===== src/rtl/pid_seq_pkg.sv =====
// pid_seq_pkg: shared state type, datapath widths and timing constants for the PID sequencer.
package pid_seq_pkg;

    typedef enum logic [1:0] {
        IDLE,
        WAIT,
        LATCH,
        TICK
    } seq_state_t;

    localparam int CURR_W = 12;
    localparam int ERR_W  = 13;

    // Clocks between successive PID update strobes.
    function automatic int tick_len(input int fast_sim);
        return (fast_sim != 0) ? (1 << 15) : (1 << 20);
    endfunction

    // Clocks without a cadence edge before pedaling is considered lost.
    function automatic int np_limit(input int fast_sim);
        return (fast_sim != 0) ? (1 << 16) : (1 << 22);
    endfunction

endpackage


===== src/rtl/pid_seq_cadence_wdog.sv =====
// cadence_wdog: saturating cadence-gap counter with a registered not_pedaling flag.
module cadence_wdog #(
    parameter int NP_LIMIT = 1 << 22
) (
    input  logic clk,
    input  logic rst_n,
    input  logic cadence_rise,
    output logic not_pedaling
);

    localparam int               CNT_W   = $clog2(NP_LIMIT + 1);
    localparam logic [CNT_W-1:0] CNT_MAX = CNT_W'(NP_LIMIT);

    logic [CNT_W-1:0] cad_cnt;

    // Counter resets saturated so the loop starts parked; a rise beats saturation.
    always_ff @(posedge clk or negedge rst_n) begin
        if (!rst_n) begin
            cad_cnt      <= CNT_MAX;
            not_pedaling <= 1'b1;
        end else begin
            if (cadence_rise) begin
                cad_cnt <= '0;
            end else if (cad_cnt != CNT_MAX) begin
                cad_cnt <= cad_cnt + 1'b1;
            end
            not_pedaling <= (cad_cnt == CNT_MAX);
        end
    end

endmodule


===== src/rtl/pid_seq.sv =====
// pid_seq: current averaging, error formation and PID tick sequencing with cadence watchdog.
// Optional build macro PID_SEQ_AVG_EN enables the exponential current average.
module pid_seq
    import pid_seq_pkg::*;
#(
    parameter int FAST_SIM = 0
) (
    input  logic                     clk,
    input  logic                     rst_n,
    input  logic [CURR_W-1:0]        curr,
    input  logic                     curr_vld,
    input  logic [CURR_W-1:0]        target_curr,
    input  logic                     cadence_rise,
    output logic signed [ERR_W-1:0]  error,
    output logic [CURR_W-1:0]        avg_curr,
    output logic                     not_pedaling,
    output logic                     pid_tick
);

    localparam int                    TICK_LEN   = tick_len(FAST_SIM);
    localparam int                    NP_LIMIT   = np_limit(FAST_SIM);
    localparam int                    TICK_CNT_W = $clog2(TICK_LEN);
    localparam logic [TICK_CNT_W-1:0] WAIT_END   = TICK_CNT_W'(TICK_LEN - 3);

    seq_state_t            state;
    seq_state_t            state_nx;
    logic [TICK_CNT_W-1:0] tick_cnt;

    function automatic logic signed [ERR_W-1:0] curr_diff(
        input logic [CURR_W-1:0] a,
        input logic [CURR_W-1:0] b
    );
        return $signed({1'b0, a}) - $signed({1'b0, b});
    endfunction

    cadence_wdog #(
        .NP_LIMIT(NP_LIMIT)
    ) u_wdog (
        .clk         (clk),
        .rst_n       (rst_n),
        .cadence_rise(cadence_rise),
        .not_pedaling(not_pedaling)
    );

`ifdef PID_SEQ_AVG_EN
    logic [CURR_W+1:0] acc;

    // acc holds 4x the average; steady state with constant curr is 4*curr, never overflows.
    always_ff @(posedge clk or negedge rst_n) begin
        if (!rst_n) begin
            acc <= '0;
        end else if (curr_vld) begin
            acc <= acc - (acc >> 2) + {2'b00, curr};
        end
    end

    assign avg_curr = acc[CURR_W+1:2];
`else
    always_ff @(posedge clk or negedge rst_n) begin
        if (!rst_n) begin
            avg_curr <= '0;
        end else if (curr_vld) begin
            avg_curr <= curr;
        end
    end
`endif

    always_comb begin
        state_nx = state;
        case (state)
            IDLE:    state_nx = WAIT;
            WAIT:    if (tick_cnt == WAIT_END) state_nx = LATCH;
            LATCH:   state_nx = TICK;
            TICK:    state_nx = WAIT;
            default: state_nx = IDLE;
        endcase
        // Losing cadence parks the loop from any state and suppresses a pending tick.
        if (not_pedaling) begin
            state_nx = IDLE;
        end
    end

    always_ff @(posedge clk or negedge rst_n) begin
        if (!rst_n) begin
            state    <= IDLE;
            tick_cnt <= '0;
            pid_tick <= 1'b0;
            error    <= '0;
        end else begin
            state    <= state_nx;
            pid_tick <= (state_nx == TICK);
            case (state)
                WAIT:    tick_cnt <= tick_cnt + 1'b1;
                LATCH:   tick_cnt <= tick_cnt;
                default: tick_cnt <= '0;
            endcase
            // error uses the registered average, so a sample arriving in LATCH waits a tick.
            if (not_pedaling || state == IDLE) begin
                error <= '0;
            end else if (state == LATCH) begin
                error <= curr_diff(target_curr, avg_curr);
            end
        end
    end

endmodule


===== config.mk =====
export PLATFORM = sky130hd
export DESIGN_NAME = pid_seq
export DESIGN_NICKNAME = d
export VERILOG_FILES = /design/src/rtl/pid_seq_pkg.sv /design/src/rtl/pid_seq_cadence_wdog.sv /design/src/rtl/pid_seq.sv
export SDC_FILE = /design/constraint.sdc
export NUM_CORES = 1
export LEC_CHECK = 0
export ABC_AREA = 0
export BUFFER_PORTS_ARGS = -buffer_cell sky130_fd_sc_hd__buf_2
export CAP_MARGIN = 20
export CORE_ASPECT_RATIO = 0.5
export CORE_MARGIN = 5
export CORE_UTILIZATION = 55
export DETAILED_ROUTE_END_ITERATION = 6
export PLACE_DENSITY_LB_ADDON = 0.12
export SKIP_CTS_REPAIR_TIMING = 1
export SLEW_MARGIN = 10
export SYNTH_ARGS = -nofsm -noshare
export SYNTH_HDL_FRONTEND = slang
export SYNTH_SLANG_ARGS = --single-unit

===== constraint.sdc =====
create_clock -name clk -period 5.2 [get_ports clk]
set_input_delay 0.26 -clock clk [delete_from_list [all_inputs] [get_ports clk]]
set_output_delay 0.26 -clock clk [all_outputs]
set_load 0.02 [all_outputs]

==> summary.txt, run 1 <==
Outcome
  • Status: finished, final reports clean

Placed design
  • GPL Wtd Cong: around 0.86
  • Port bufs: 54
  • DP HPWL: 6090 um
  • Pre-CTS setup slack: between 2000 and 3000 ps

Yosys
  • Syn Nets: 454
  • Post-Syn Area: 3860 um^2
  • Synth cell types: 50
  • Synth top area share: 45.4%
  • Async set-reset flop share out of synthesis: between 90% and 100%
  • Area leader, netlist: dfrtp_1
  • Top post-synthesis cells by area: dfrtp_1, xnor2_1, ha_1
  • Post-synth top flop: dfrtp_1
  • Average size of a mapped cell: 9.43 um^2
  • Register bit total from synthesis: slightly above 70
  • Number of synthesized flops with an enable pin: 0
  • Post-Syn Instances: slightly above 400
  • Synth warn: 0
  • Post-synthesis sequential area ratio: 46.8%

Detailed routing
  • Avg WL per Cell: 14.9 um
  • Detail-routed via count per cell: 5.48
  • Drt first pass iters: 4
  • Post-Route WL: 8320 um
  • DR vias: 3071
  • Detailed-route DRC error count: 0
  • Detailed Route Iter0 Violations: between 150 and 200
  • Post-DRT Antenna Nets: 0

Global routing
  • GRT Util Overall: 20.0%
  • Total global routing overflow: 0
  • Largest net degree at the start of global routing: 73
  • Global-route wire length before repair: 14500 um
  • Initial antenna violation count: 0
  • Vias in the first global route: slightly above 3000

Floorplanning
  • Core area: roughly 6800 um^2
  • Die area: 8890 um^2
  • Chip width: 128 um
  • Initial core utilization: 57.1%
  • Cell Rows: 21
  • Die Y: a little under 70 um
  • IO Count: 55

CTS
  • Clock Sinks: 72
  • CTS Buf Count: 9
  • CTS tree: built
  • Skew-Pair Late Insertion Delay: between 300 and 400 ps
  • Clock Tree Buf Depth: 2
  • CTS root buf: clkbuf_16
  • H-Tree Depth: 3
  • Clk slew on worst S/H paths: 50 ps

STA
  • Hold Vio Cnt, Final: 0
  • Least-Margin Pin Slew: approximately 900 ps
  • Slew headroom: 39.8%
  • F_max: 434 MHz
  • Setup ws final: roughly 2900 ps
  • Final Cycle Share: 44.3%
  • Clk_skew: 8.18 ps
  • Setup TNS: 0 ps
  • Final setup fails: 0
  • Tmin final: 2300 ps
  • RSZ-0062 raised after global routing: false
  • Final Slew Violations: 0

Critical path
  • CP peak stage delay: 420 ps
  • RR Endpoint: error[10]
  • Worst setup EP type: register
  • Reg2reg start: avg_curr[0]
  • Critical-path cell list: ha_1 > inv_1 > fa_1 > a211oi_1 > o21ai_0 > a21oi_1 > o21ai_0 > o311ai_1
  • Critical path's most frequent cell: o21ai_0
  • Critical Path Start Type: register
  • Critical-path top delay cell: fa_1
  • Worst EP required: between 5000 and 6000 ps
  • Flop-to-flop setup slack: 2900 ps
  • Reg2Reg Depth: 8
  • Crit Path Max Fanout: 3
  • Critical Path AT: approximately 2500 ps
  • Critical path class: register to register

Power and ir drop
  • Sequential Power Share: 44.3%
  • Power density cells: 318 nW/um^2
  • Internal: 1.07 mW
  • Gate power share: 12.6%
  • Leakage: 2.01 nW
  • Sw frac: 25.5%
  • VDD IR-drop max: 0.000174 V
  • Psw: 0.366 mW
  • Clock power share: 43.1%

Layout
  • Commonest cells after routing, fill and taps aside: dfrtp_1, buf_2, nand2_1
  • Nets: 508
  • Area grow syn2layout: 16.9%
  • Fraction of layout cells with a size suffix above 1: around 18%
  • # fillers: 579
  • Commonest non-fill, non-tap cell in the layout: dfrtp_1
  • Ant diodes: 0

Flow run
  • Max-Cap Viols: 0

Worst hold path
  • Hold WC Path Type: primary input to asynchronous set/reset pin
==> metal layers <==
metal / up-vias / GRT usage, % / part of all wire [%] / wire length [um]
met3: 10 / 5.69 / 3.6 / 299
met1: 1486 / 24.0 / 43 / 3580
met2: 47 / 34.8 / 52 / 4340
met5: - / 0 / 0 / 0
li1: 1528 / - / - / -
met4: 0 / 6.00 / 1.3 / 105
==> power by group through the flow <==
stage	registers, mW	clock network [mW]	logic, mW
final	0.635	0.617	0.180
after global placement	0.641	0	0.173
after floorplan	0.647	0	0.112
after detailed placement	0.645	0	0.182
after CTS	0.635	0.628	0.183
after global routing	0.642	0.653	0.206
==> through the flow <==
stage,cell area [um^2],instances,power [mW],hold slack (ps),util (%)
2_1_floorplan,3860,409,0.759,-35.6,-
3_3_place_gp,4200,543,0.815,466,62.2
3_5_place_dp,4210,544,0.826,477,62.3
4_1_cts,4510,560,1.45,131,66.8
5_1_grt,4510,560,1.50,150,66.8
6_report,4510,560,1.43,127,66.8
==> cell usage after synthesis (all sizes together) (3+ instances only) <==
master,count
ha,16
a22o,3
or3,7
nand2,46
xor2,15
nor2b,3
and4,5
o21ai,38
nand4,5
nor2,35
a21oi,16
nor4,7
a211oi,3
o21a,4
nor3,13
o22ai,4
dfrtp,70
xnor2,26
buf,3
and3,7
clkbuf,10
a21o,3
nand3,20
inv,23
nand2b,3
==> sequential cells by signal (all words and copies together), names as in the netlist <==
| signal | count |
|---|---|
| error | 13 |
| avg_curr | 12 |
| state | 2 |
| pid_tick | 1 |
| u_wdog.not_pedaling | 1 |
| tick_cnt | 20 |
| u_wdog.cad_cnt | 23 |
==> how the worst max path moves through the flow <==
stage               slack (ps)           start         to  cells after the start
floorplan                 3010     avg_curr[0]  error[10]                      8
detailed placement        2900  target_curr[0]  error[10]                     10
finish                    2900     avg_curr[0]  error[10]                      8
global placement          2950  target_curr[0]  error[10]                     10
CTS                       2930     avg_curr[0]  error[10]                      8
global route              2680     avg_curr[0]  error[10]                      8
==> kinds of logic after synthesis <==
family | Yosys count | share of synthesized area [%]
AOI/OAI and AO/OA | 84 | 13.3
xor gates and xnor gates | 41 | 9.31
adders and majority gates | 17 | 5.71
buffers and inverters | 36 | 3.57
DFF | 72 | 46.8
muxes | 2 | 0.552
and+or+nand+nor | 157 | 20.8
==> critical path: cells and delay by family (launching register included) <==
kind	cells	cell delay (ps)
flip-flops	1	350
adder cells (fa/ha/maj)	2	580
buffers and inverters	1	50
AO/OA/AOI/OAI	5	1200
==> final cells by class <==
| cell class | instances | area [um^2] | area share [%] |
|---|---|---|---|
| multi-input combinational | 301 | 1910 | 42.5 |
| sequential | 72 | 1800 | 40.0 |
| timing repair buffer | 56 | 289 | 6.41 |
| clock buffer | 13 | 260 | 5.77 |
| tap | 92 | 115 | 2.55 |
| inverter | 23 | 86.3 | 1.91 |
| clock inverter | 3 | 40.0 | 0.888 |
No activity file was read; power rests on OpenSTA's default activity.
==> run 2: changes to the inputs <==
clock period = 2.3 ns   (was 5.2 ns; I/O delays follow)
==> summary.txt, run 2 (synthesized netlist as in run 1, its figures left out) <==
Layout
  • Fraction of layout cells with a size suffix above 1: 18.0%
  • Finished Layout Cells: 564
  • Final Instance Area: 4530 um^2
  • Commonest cells after routing, fill and taps aside: dfrtp_1, buf_2, nand2_1
  • Area grow syn2layout: 17.5%
  • Max reg flops: 23
  • Most flops, register: u_wdog.cad_cnt
  • Nets: 512
  • Commonest non-fill, non-tap cell in the layout: dfrtp_1
  • # fillers: between 500 and 600
  • Biggest regs: u_wdog.cad_cnt: 23 flops, tick_cnt: 20 flops, error: 13 flops
  • Ant diodes: 0

CTS
  • Clock Tree Buf Depth: 2
  • Clock Sinks: 72
  • CTS Buf Count: 9
  • CTS root buf: clkbuf_16
  • CTS tree: built
  • Skew-Pair Late Insertion Delay: 330 ps
  • Clk slew on worst S/H paths: 50 ps
  • H-Tree Depth: 3

Placed design
  • Placed Area: 4240 um^2
  • Pre-CTS setup slack: ~35 ps
  • Port bufs: 54
  • DP HPWL: 5960 um
  • Cell total after placement: about 550
  • GPL Wtd Cong: 0.816

Floorplanning
  • Cell Rows: 21
  • Initial core utilization: 57.1%
  • Chip width: 128 um
  • Core area: slightly below 7000 um^2
  • Die area: 8890 um^2
  • IO Count: 55
  • Die Y: 69.2 um

Power and ir drop
  • VDD IR-drop max: between 0.0004 and 0.0005 V
  • Leakage: 2.02 nW
  • Power density cells: 687 nW/um^2
  • Total power draw: around 3.1 mW

Detailed routing
  • Detailed-route DRC error count: 0
  • Detail-routed via count per cell: between 5 and 6
  • Post-DRT Antenna Nets: 0
  • Post-Route WL: 8290 um
  • Avg WL per Cell: between 10 and 15 um
  • DR vias: 3117
  • Detailed Route Iter0 Violations: between 150 and 200
  • Drt first pass iters: 4

STA
  • Slew headroom: around 66%
  • Setup TNS: 0 ps
  • Least-Margin Pin Slew: 510 ps
  • Hold Vio Cnt, Final: 0
  • Final Cycle Share: between 90% and 100%
  • Setup ws final: 160 ps
  • Final Slew Violations: 0
  • Clk_skew: 2.44 ps
  • F_max: 467 MHz
  • Tmin final: roughly 2100 ps
  • Final setup fails: 0

Outcome
  • Status: finished, final reports clean

Global routing
  • Global-route wire length before repair: 14400 um
  • Largest net degree at the start of global routing: 73
  • GRT Util Overall: 20.2%
  • Initial antenna violation count: 0
  • Total global routing overflow: 0
  • Vias in the first global route: 3071

Flow run
  • Max-Cap Viols: 0

Critical path
  • Crit Path Max Fanout: 3
  • Critical Path Start Type: register
  • Critical path's most frequent cell: o21ai_0
  • Worst EP required: 2530 ps
  • Critical Path AT: 2370 ps
  • Worst setup EP type: register
  • CP peak stage delay: 370 ps
  • Critical-path cell list: ha_1 > inv_1 > fa_2 > a211oi_2 > o21ai_0 > a21oi_1 > o21ai_0 > o311ai_1
  • Critical-path top delay cell: fa_2
  • Critical path class: register to register
  • Flop-to-flop setup slack: 160 ps

Worst hold path
  • Hold WC Path Type: primary input to register
## run 2: final cells by class
cell class,instances,area (um^2),area share [%]
repair buffers,60,330,7.29
well taps,92,115,2.54
clock buffers,16,272,5.99
multi-input cells,301,1920,42.4
inverters,23,86.3,1.91
flip-flops and latches,72,1800,39.8
## run 2: worst max-delay path, delay by kind of cell, from the launching register on
family	cells	cell delay, ps
buffers and inverters	1	60
adder cells (fa/ha/maj)	2	540
flip-flops	1	350
AO/OA/AOI/OAI	5	1080
## run 2: path summary, 6_finish.rpt
kind,from,cells past startpoint,to
min in group asynchronous,rst_n,3,avg_curr[2]
worst min-delay path,curr[9],3,avg_curr[9]
max in group asynchronous,rst_n,3,u_wdog.not_pedaling
worst max-delay path,avg_curr[0],8,error[10]
worst max register to register,avg_curr[0],8,error[10]
worst min register to register,error[11],1,error[11]
## run 2: metrics by stage
step	hold WS, ps	utilization (%)
4_1_cts	-178	66.8
2_1_floorplan	-181	-
3_5_place_dp	173	62.8
5_1_grt	5.72	67.1
6_report	0.202	67.1
3_3_place_gp	169	62.8
## run 2: where the power goes
part	total (mW)	internal, mW	switching [mW]
logic	0.418	0.176	0.241
clock network	1.26	0.790	0.466
registers	1.44	1.35	0.0895
## run 2: layer usage
| metal | up-vias | wire length [um] | GRT usage, % |
|---|---|---|---|
| met5 | - | 0 | 0 |
| met4 | 0 | 66 | 7.18 |
| met3 | 7 | 307 | 6.15 |
| met2 | 60 | 4280 | 33.7 |
| met1 | 1510 | 3630 | 24.8 |
| li1 | 1540 | - | - |
==> run 3: changes to the inputs <==
clock period = 2.32 ns   (was 2.3 ns; I/O delays follow)
==> summary.txt, run 3 (synthesized netlist as in run 1, its figures left out) <==
Outcome
  • Status: finished, violations left
  • Failing checks: hold timing

STA
  • Min Hold Slack: -4.00 ps
  • F_max: 453 MHz
  • Final setup fails: 0
  • Tmin final: ~2200 ps
  • Hold Vio Cnt, Final: 1
  • Setup TNS: 0 ps
  • Final Slew Violations: 0
  • Slew headroom: 63.6%
  • Clk_skew: between 8 and 9 ps
  • Final Cycle Share: 95.1%
  • Least-Margin Pin Slew: 545 ps
  • RSZ-0062 raised after global routing: false

Critical path
  • Worst Setup EP: error[10]
  • Critical-path top delay cell: fa_1
  • Critical path class: register to register
  • Worst EP required: approximately 2600 ps
  • Critical path origin: avg_curr[0]
  • RR Endpoint: error[10]
  • Reg2Reg Depth: 8
  • Cell family with most CP delay: compound AO/OA/AOI/OAI gates
  • Worst setup EP type: register
  • Buffers plus inverters on the worst setup path: 1
  • Critical Path Start Type: register
  • Reg2reg start: avg_curr[0]
  • Flop-to-flop setup slack: 110 ps
  • CP peak stage delay: 440 ps
  • CP Depth: 8
  • Crit Path Max Fanout: 3
  • Critical Path AT: 2430 ps
  • Critical-path cell list: ha_1 > inv_1 > fa_1 > a211oi_2 > o21ai_1 > a21oi_1 > o21ai_0 > o311ai_1

Detailed routing
  • DR vias: 3147
  • Post-DRT Antenna Nets: 0
  • Detailed-route DRC error count: 0
  • Detailed Route Iter0 Violations: 165
  • Avg WL per Cell: 15.5 um
  • Detail-routed via count per cell: 5.57
  • Post-Route WL: roughly 8800 um
  • Drt first pass iters: 6

Layout
  • # fillers: 520
  • Commonest cells after routing, fill and taps aside: dfrtp_1, buf_2, nand2_1
  • Most flops, register: u_wdog.cad_cnt
  • Area grow syn2layout: 20.5%
  • Multi-input gate area: 1920 um^2
  • Biggest regs: u_wdog.cad_cnt: 23 flops, tick_cnt: 20 flops, error: 13 flops
  • Final Instance Area: roughly 4600 um^2
  • Commonest non-fill, non-tap cell in the layout: dfrtp_1
  • Ant diodes: 0
  • Nets: 513
  • Max reg flops: 23
  • Fraction of layout cells with a size suffix above 1: 18.8%
  • Storage element area: 1800 um^2

Global routing
  • Initial antenna violation count: 0
  • Vias in the first global route: around 3200
  • GRT Util Overall: 20.7%
  • Largest net degree at the start of global routing: 73
  • Total global routing overflow: 0
  • Global-route wire length before repair: 15000 um

Placed design
  • Port bufs: 54
  • Placed Area: 4240 um^2
  • GPL Wtd Cong: between 0.8 and 0.9
  • DP HPWL: roughly 6200 um

CTS
  • CTS Buf Count: 9
  • Clk slew on worst S/H paths: 60 ps
  • H-Tree Depth: 3
  • Clock Tree Buf Depth: 2
  • CTS root buf: clkbuf_16
  • Skew-Pair Late Insertion Delay: ~330 ps
  • Clock Sinks: 72
  • CTS tree: built

Floorplanning
  • Cell Rows: 21
  • Chip width: 128 um
  • Die area: 8890 um^2
  • Core area: 6750 um^2
  • IO Count: between 50 and 60
  • Die Y: 69.2 um
  • Initial core utilization: a little under three fifths

Power and ir drop
  • Total power draw: 3.63 mW
  • Power density cells: a little under 800 nW/um^2
  • Leakage: around 2.1 nW
  • VDD IR-drop max: around 0.00046 V

Flow run
  • Max-Cap Viols: 0

Worst hold path
  • Hold WC Path Type: primary input to register
run 3: changes by cell type in the layout (fill, tap and decap cells not counted), sizes merged:
| cell | change |
|---|---|
| buf | +1 |
| bufinv | +5 |
| clkbuf | -6 |
| clkinv | +1 |
run 3: worst min path at each step:
stage / from / depth (start not counted) / endpoint / slack [ps]
3_5_place_dp: rst_n / 2 / tick_cnt[4] / 170
3_3_place_gp: rst_n / 2 / tick_cnt[6] / 170
4_1_cts: rst_n / 2 / tick_cnt[8] / -180
5_1_grt: curr[3] / 3 / avg_curr[3] / 0.09
6_report: curr[3] / 3 / avg_curr[3] / -4
2_1_floorplan: rst_n / 0 / avg_curr[0] / -180
run 3: worst reg2reg max path, cell delays in order, from the launching register on:
cell and delay [ps]:
dfrtp_1 350, ha_1 160, inv_1 50, fa_1 440, a211oi_2 300, o21ai_1 140
a21oi_1 190, o21ai_0 150, o311ai_1 310
run 3: area by class of cell:
class                      instances  area share, %
inverter                          23           1.86
tap                               92           2.48
timing repair buffer              61           7.27
clock buffer                      10           4.93
sequential                        72           38.8
multi-input combinational        301           41.3
clock inverter                     6           3.34
run 3: power by group:
group	switching [mW]	internal, mW	leakage [nW]
sequential	0.0912	1.34	0.958
combinational	0.241	0.177	0.932
clock	0.517	1.27	0.187
total	0.849	2.78	2.08
run 3: through the flow:
step | std cells | setup slack [ps] | utilization, % | hold WS (ps)
6_report | 565 | 114 | 68.8 | -4.00
3_5_place_dp | 547 | 26.1 | 62.8 | 170
5_1_grt | 565 | 1.10 | 68.8 | 0.0925
4_1_cts | 563 | 19.5 | 68.5 | -179
3_3_place_gp | 547 | 121 | 62.8 | 167
2_1_floorplan | 409 | 131 | - | -180
run 3: layer usage:
metal / up-vias / share of wire, % / global-route usage [%]
li1: 1537 / - / -
met1: 1567 / 44 / 25.0
met2: 30 / 52 / 35.8
met3: 13 / 2.5 / 6.00
met4: 0 / 1.5 / 6.35
met5: - / 0 / 0
